### src/rtl/gpr_bank.sv
// gpr_bank: clocked register bank with a bypassed read port and a sequential multi-operand sum engine
module gpr_bank #(
    parameter int DATA_W = 14,
    parameter int ADDR_W = 12,
    parameter int REG_N  = 16,
    parameter int REG_W  = 4,
    parameter int OPS    = 3
) (
    input  logic                     clk,
    input  logic                     rst,
    input  logic                     wr_en,
    input  logic [ADDR_W-1:0]        wr_addr,
    input  logic [DATA_W-1:0]        wr_data,
    input  logic                     rd_en,
    input  logic [ADDR_W-1:0]        rd_addr,
    output logic [DATA_W-1:0]        rd_data,
    output logic                     rd_valid,
    input  logic                     sum_start,
    input  logic [ADDR_W-1:0]        sum_addr,
    input  logic [$clog2(OPS+1)-1:0] sum_cnt,
    output logic                     sum_busy,
    output logic                     sum_done,
    output logic [DATA_W-1:0]        sum_data,
    output logic [DATA_W-1:0]        flags_out
);
    localparam int CNT_W = $clog2(OPS+1);
    localparam int ACC_W = DATA_W + 2;

    typedef enum logic [1:0] {IDLE, ACC, DONE} state_t;

    state_t              state_q, state_d;
    logic [DATA_W-1:0]   regs_q [REG_N];
    logic [DATA_W-1:0]   regs_d [REG_N];
    logic [DATA_W-1:0]   rd_data_q, rd_data_d;
    logic                rd_valid_q, rd_valid_d;
    logic [ADDR_W-1:0]   ops_q, ops_d;
    logic [CNT_W-1:0]    rem_q, rem_d;
    logic [ACC_W-1:0]    acc_q, acc_d;
    logic                busy_q, busy_d;
    logic                sum_done_q, sum_done_d;
    logic [DATA_W-1:0]   sum_data_q, sum_data_d;

    logic [REG_W-1:0]    wr_idx, rd_idx, op_idx;
    logic                wr_hit;
    logic [CNT_W-1:0]    cnt_sat;
    logic [DATA_W-1:0]   rd_val, op_val;

    assign wr_idx  = wr_addr[ADDR_W-1 -: REG_W];
    assign rd_idx  = rd_addr[ADDR_W-1 -: REG_W];
    // operand fields are consumed MSB-first by shifting the latched address word left
    assign op_idx  = ops_q[ADDR_W-1 -: REG_W];
    assign wr_hit  = wr_en && (int'(wr_idx) < REG_N);
    assign cnt_sat = (int'(sum_cnt) > OPS) ? CNT_W'(OPS) : sum_cnt;
    assign rd_val  = (int'(rd_idx) < REG_N) ? regs_q[rd_idx] : '0;
    assign op_val  = (int'(op_idx) < REG_N) ? regs_q[op_idx] : '0;

    // register file update (flags from the sum engine first, so the write port wins) and bypassed read
    always_comb begin
        regs_d = regs_q;
        if (state_q == DONE)
            regs_d[REG_N-1][1:0] = {acc_q[ACC_W-1:DATA_W] != '0, acc_q[DATA_W-1:0] == '0};
        if (wr_hit)
            regs_d[wr_idx] = wr_data;
        rd_valid_d = rd_en;
        rd_data_d  = !rd_en ? rd_data_q : (wr_hit && wr_idx == rd_idx) ? wr_data : rd_val;
    end

    // sum engine: latch operands, accumulate one field per cycle, then publish result
    always_comb begin
        state_d    = state_q;
        ops_d      = ops_q;
        rem_d      = rem_q;
        acc_d      = acc_q;
        busy_d     = busy_q;
        sum_done_d = 1'b0;
        sum_data_d = sum_data_q;
        case (state_q)
            IDLE: if (sum_start) begin
                ops_d   = sum_addr;
                rem_d   = cnt_sat;
                acc_d   = '0;
                busy_d  = 1'b1;
                state_d = (cnt_sat == '0) ? DONE : ACC;
            end
            ACC: begin
                acc_d   = acc_q + ACC_W'(op_val);
                ops_d   = ops_q << REG_W;
                rem_d   = rem_q - CNT_W'(1);
                state_d = (rem_q == CNT_W'(1)) ? DONE : ACC;
            end
            DONE: begin
                sum_data_d = acc_q[DATA_W-1:0];
                sum_done_d = 1'b1;
                busy_d     = 1'b0;
                state_d    = IDLE;
            end
            default: state_d = IDLE;
        endcase
    end

    // all state flops, cleared asynchronously
    always_ff @(posedge clk or posedge rst) begin
        if (rst) begin
            regs_q     <= '{default: '0};
            rd_data_q  <= '0;
            rd_valid_q <= 1'b0;
            state_q    <= IDLE;
            ops_q      <= '0;
            rem_q      <= '0;
            acc_q      <= '0;
            busy_q     <= 1'b0;
            sum_done_q <= 1'b0;
            sum_data_q <= '0;
        end else begin
            regs_q     <= regs_d;
            rd_data_q  <= rd_data_d;
            rd_valid_q <= rd_valid_d;
            state_q    <= state_d;
            ops_q      <= ops_d;
            rem_q      <= rem_d;
            acc_q      <= acc_d;
            busy_q     <= busy_d;
            sum_done_q <= sum_done_d;
            sum_data_q <= sum_data_d;
        end
    end

    assign rd_data   = rd_data_q;
    assign rd_valid  = rd_valid_q;
    assign sum_busy  = busy_q;
    assign sum_done  = sum_done_q;
    assign sum_data  = sum_data_q;
    assign flags_out = regs_q[REG_N-1];

endmodule

### config.mk
export PLATFORM = sky130hd
export DESIGN_NAME = gpr_bank
export DESIGN_NICKNAME = d
export VERILOG_FILES = /design/src/rtl/gpr_bank.sv
export SDC_FILE = /design/constraint.sdc
export NUM_CORES = 1
export LEC_CHECK = 0
export ABC_AREA = 0
export CAP_MARGIN = 0
export CORE_ASPECT_RATIO = 1.1
export CORE_MARGIN = 4
export CORE_UTILIZATION = 43
export DETAILED_ROUTE_END_ITERATION = 6
export DONT_BUFFER_PORTS = 1
export GPL_TIMING_DRIVEN = 0
export PLACE_DENSITY = 0.67
export SYNTH_ARGS = -nofsm -noshare
export SYNTH_HDL_FRONTEND = slang
export SYNTH_SLANG_ARGS = --single-unit
### constraint.sdc
create_clock -name clk -period 22.7 [get_ports clk]
set_input_delay 4.54 -clock clk [delete_from_list [all_inputs] [get_ports clk]]
set_output_delay 4.54 -clock clk [all_outputs]
set_load 0.02 [all_outputs]
==> summary.txt <==
Outcome
  • Status: complete, no violations

Route
  • DRT iter0 DRCs: 858
  • Avg Vias per Cell: 6.37
  • DR WL/cell: 28.3 um
  • ANT nets after route: 0
  • Final wirelength: 44300 um
  • # DRC: 0
  • Routed vias: 9979
  • DR pass1 iterations: 5

Placed design
  • Port bufs: 0
  • Placed insts: 1517
  • Post-DP HPWL: 29400 um
  • Pre-CTS WS: 15.78 ns
  • DP Area: 15900 um^2
  • Routability cong.: 0.896

Finish
  • Final instance area: 16800 um^2
  • # diodes: 0
  • Final Non-Filler Cells: 1567
  • Synthesis-to-finish area growth: 10.0%
  • Final core utilization: 0.479
  • Total Nets Final: 1178
  • Share of cells above drive strength 1: 0.411
  • FILL cells: 3004

Clocking
  • Gates resized, CTS repair: 0
  • Clk_lat worst skew: 0.58 ns
  • CTS Root Cell: clkbuf_16
  • Clock Sink Count: 287
  • H-tree depth: 1
  • TritonCTS clock tree: built
  • Worst-path clk slew: 0.06 ns
  • Post-CTS setup buffers: 0
  • Num CTS Buffers: 30
  • Cts hold-fix bufs: 0
  • Longest Clk Path Bufs: 3

Global route
  • Largest net degree at the start of global routing: 131
  • Vias in the first global route: 10086
  • Global route overflow: 0
  • Gr usage total: 0.229
  • Initial antenna violation count: 0
  • First-pass GRT wire length: 66400 um

Timing
  • Setup slack after layout: 16.33 ns
  • Max Slew Vio Count: 0
  • WHS: 0.481 ns
  • Fmax: 157 MHz
  • Fin crit share: 0.280
  • Post-Route Skew: 0.0189 ns
  • Setup_tns: 0 ns
  • RSZ-0062 raised after global routing: false
  • Final hold viol count: 0
  • Worst slew pin tran: 1.27 ns
  • Rel. slew slack: 0.151
  • Final Setup Violations: 0
  • Tmin final: 6.37 ns

Floorplan
  • Vert. Die Dim: 206 um
  • Die area: 38700 um^2
  • Number of cell rows: 72
  • Placeable Area: 35100 um^2
  • I/O Pins: 102
  • Die Wd: 188 um
  • Starting density of the core: 0.436

Synth
  • Synth Register Bits: 287
  • Synth Flop Type: dfrtp_1
  • Cell variety after synth: 49
  • Synthesized net count: 1144
  • Mean Syn Cell Area: 14.3 um^2
  • Synth warn: 0
  • Post-synth EDFFs: 0
  • Synthesized netlist cell count: 1071
  • Synth async-reset ratio: 1.00
  • Register area share after synthesis: 0.469
  • Mapped Area: 15300 um^2

Pwr
  • Worst VDD drop: 0.0633 mV
  • Final Power: 2.11 mW
  • Net switching power: 769 uW
  • Switch share: 0.365
  • Seq pwr share: 0.372
  • Power density cells: 125 nW/um^2
  • Internal Power: 1.34 mW
  • Combinational fraction of design power: 0.406
  • Leak pwr: 6.98 nW
  • Clock Power Share: 0.222

Flow run
  • Max cap viols: 0

Hold path
  • Hold-critical path depth: 2
  • Hold Path Class: register to register

Setup path
  • Cells on worst reg2reg path: 11
  • Worst-path maximum fanout: 10
  • Crit Path Class: input pin to register
  • CP startpoint kind: input pin
  • R2R setup slack: 17.78 ns
  • Crit. End Element: register
  • Crit path DAT: 6.83 ns
  • Worst EP required: 23.16 ns
## path summary, 6_finish.rpt
path	from	end
max in group asynchronous	rst	regs_q[27]
worst min register to register	ops_q[4]	ops_q[4]
worst min-delay path	ops_q[4]	ops_q[4]
min in group asynchronous	rst	sum_data[3]
worst max-delay path	rd_addr[10]	rd_data[1]
worst max register to register	ops_q[9]	acc_q[12]
## power groups by stage
stage	clock, mW	combinational (mW)	sequential, mW
final	0.467	0.856	0.785
after global routing	0.496	0.926	0.802
after CTS	0.474	0.854	0.783
after detailed placement	0	0.853	0.790
after global placement	0	0.836	0.786
after floorplan	0	0.661	0.747
## state kept, by name, summed over array words and instances, names as in the netlist
signal,flops
regs_q,210
acc_q,16
flags_out,14
rd_data,14
sum_data,14
ops_q,12
rem_q,2
state_q,2
rd_valid,1
sum_busy,1
sum_done,1
## cell families (layout without fill, tap and decap cells)
| group | count (synthesis) | after routing | share of synthesized area |
|---|---|---|---|
| XOR/XNOR | 13 | 13 | 0.00744 |
| AO/OA/AOI/OAI | 118 | 118 | 0.0530 |
| buffers and inverters | 106 | 158 | 0.0360 |
| flip-flops | 287 | 287 | 0.469 |
| AND/OR/NAND/NOR | 152 | 152 | 0.0500 |
| adder cells (fa/ha/maj) | 16 | 16 | 0.0136 |
| multiplexers | 379 | 379 | 0.371 |
## critical path: stages
cell	delay, ns
buf_2	0.22
buf_2	0.43
buf_1	0.89
mux2i_1	0.27
a21oi_1	0.15
a221o_1	0.33
## final cells by class
| type | instances | area (um^2) | share of cell area |
|---|---|---|---|
| sequential | 287 | 7180 | 0.426 |
| tap | 444 | 556 | 0.0330 |
| clock inverter | 5 | 40.0 | 0.00238 |
| multi-input combinational | 678 | 7580 | 0.450 |
| clock buffer | 45 | 877 | 0.0521 |
| inverter | 5 | 26.3 | 0.00156 |
| timing repair buffer | 2 | 55.1 | 0.00327 |
| buffer | 101 | 532 | 0.0316 |
## synthesized netlist by cell type, types with 2 or more instances
master / n / share of area
mux2_2: 237 / 0.17
ha_1: 15 / 0.012
or3b_1: 2 / 0.0011
a31oi_1: 3 / 0.0012
dfrtp_1: 287 / 0.47
o21ai_0: 25 / 0.0082
a41oi_1: 2 / 0.0011
a211oi_1: 12 / 0.0059
nand2b_1: 5 / 0.0020
nor4b_1: 2 / 0.0011
a21boi_0: 2 / 0.00098
buf_1: 7 / 0.0017
a221o_1: 16 / 0.010
buf_6: 5 / 0.0037
clkbuf_1: 43 / 0.011
a211oi_2: 5 / 0.0041
and2_1: 2 / 0.00082
nand3_1: 17 / 0.0056
o2111ai_1: 3 / 0.0017
mux4_2: 123 / 0.18
xnor2_1: 4 / 0.0023
nor3_1: 7 / 0.0023
nor4_1: 4 / 0.0016
inv_1: 5 / 0.0012
buf_4: 17 / 0.0083
or4_1: 2 / 0.00098
mux4_1: 3 / 0.0051
a21o_1: 2 / 0.00098
a22oi_1: 8 / 0.0039
buf_2: 27 / 0.0088
nor3b_1: 2 / 0.00098
xor2_1: 9 / 0.0051
nand2_1: 52 / 0.013
a21oi_1: 31 / 0.010
o211ai_1: 8 / 0.0039
nor2b_1: 31 / 0.013
nor2_1: 19 / 0.0047
mux2i_1: 16 / 0.010
## routing by layer
metal	GRT usage	share of wire	wire (um)
met5	0	0	0
met2	0.377	0.48	21400
met4	0.0823	0.040	1750
met1	0.301	0.40	17800
met3	0.0505	0.078	3440
## placed cells by master (no fill, tap or decap), drive strengths merged, types with 19 or more instances in the layout
master	count
nand2	52
o21ai	26
mux4	126
nor2b	31
clkbuf	89
mux2	237
a21oi	31
dfrtp	287
nor2	19
buf	59
(Power assumes the default switching activity.)
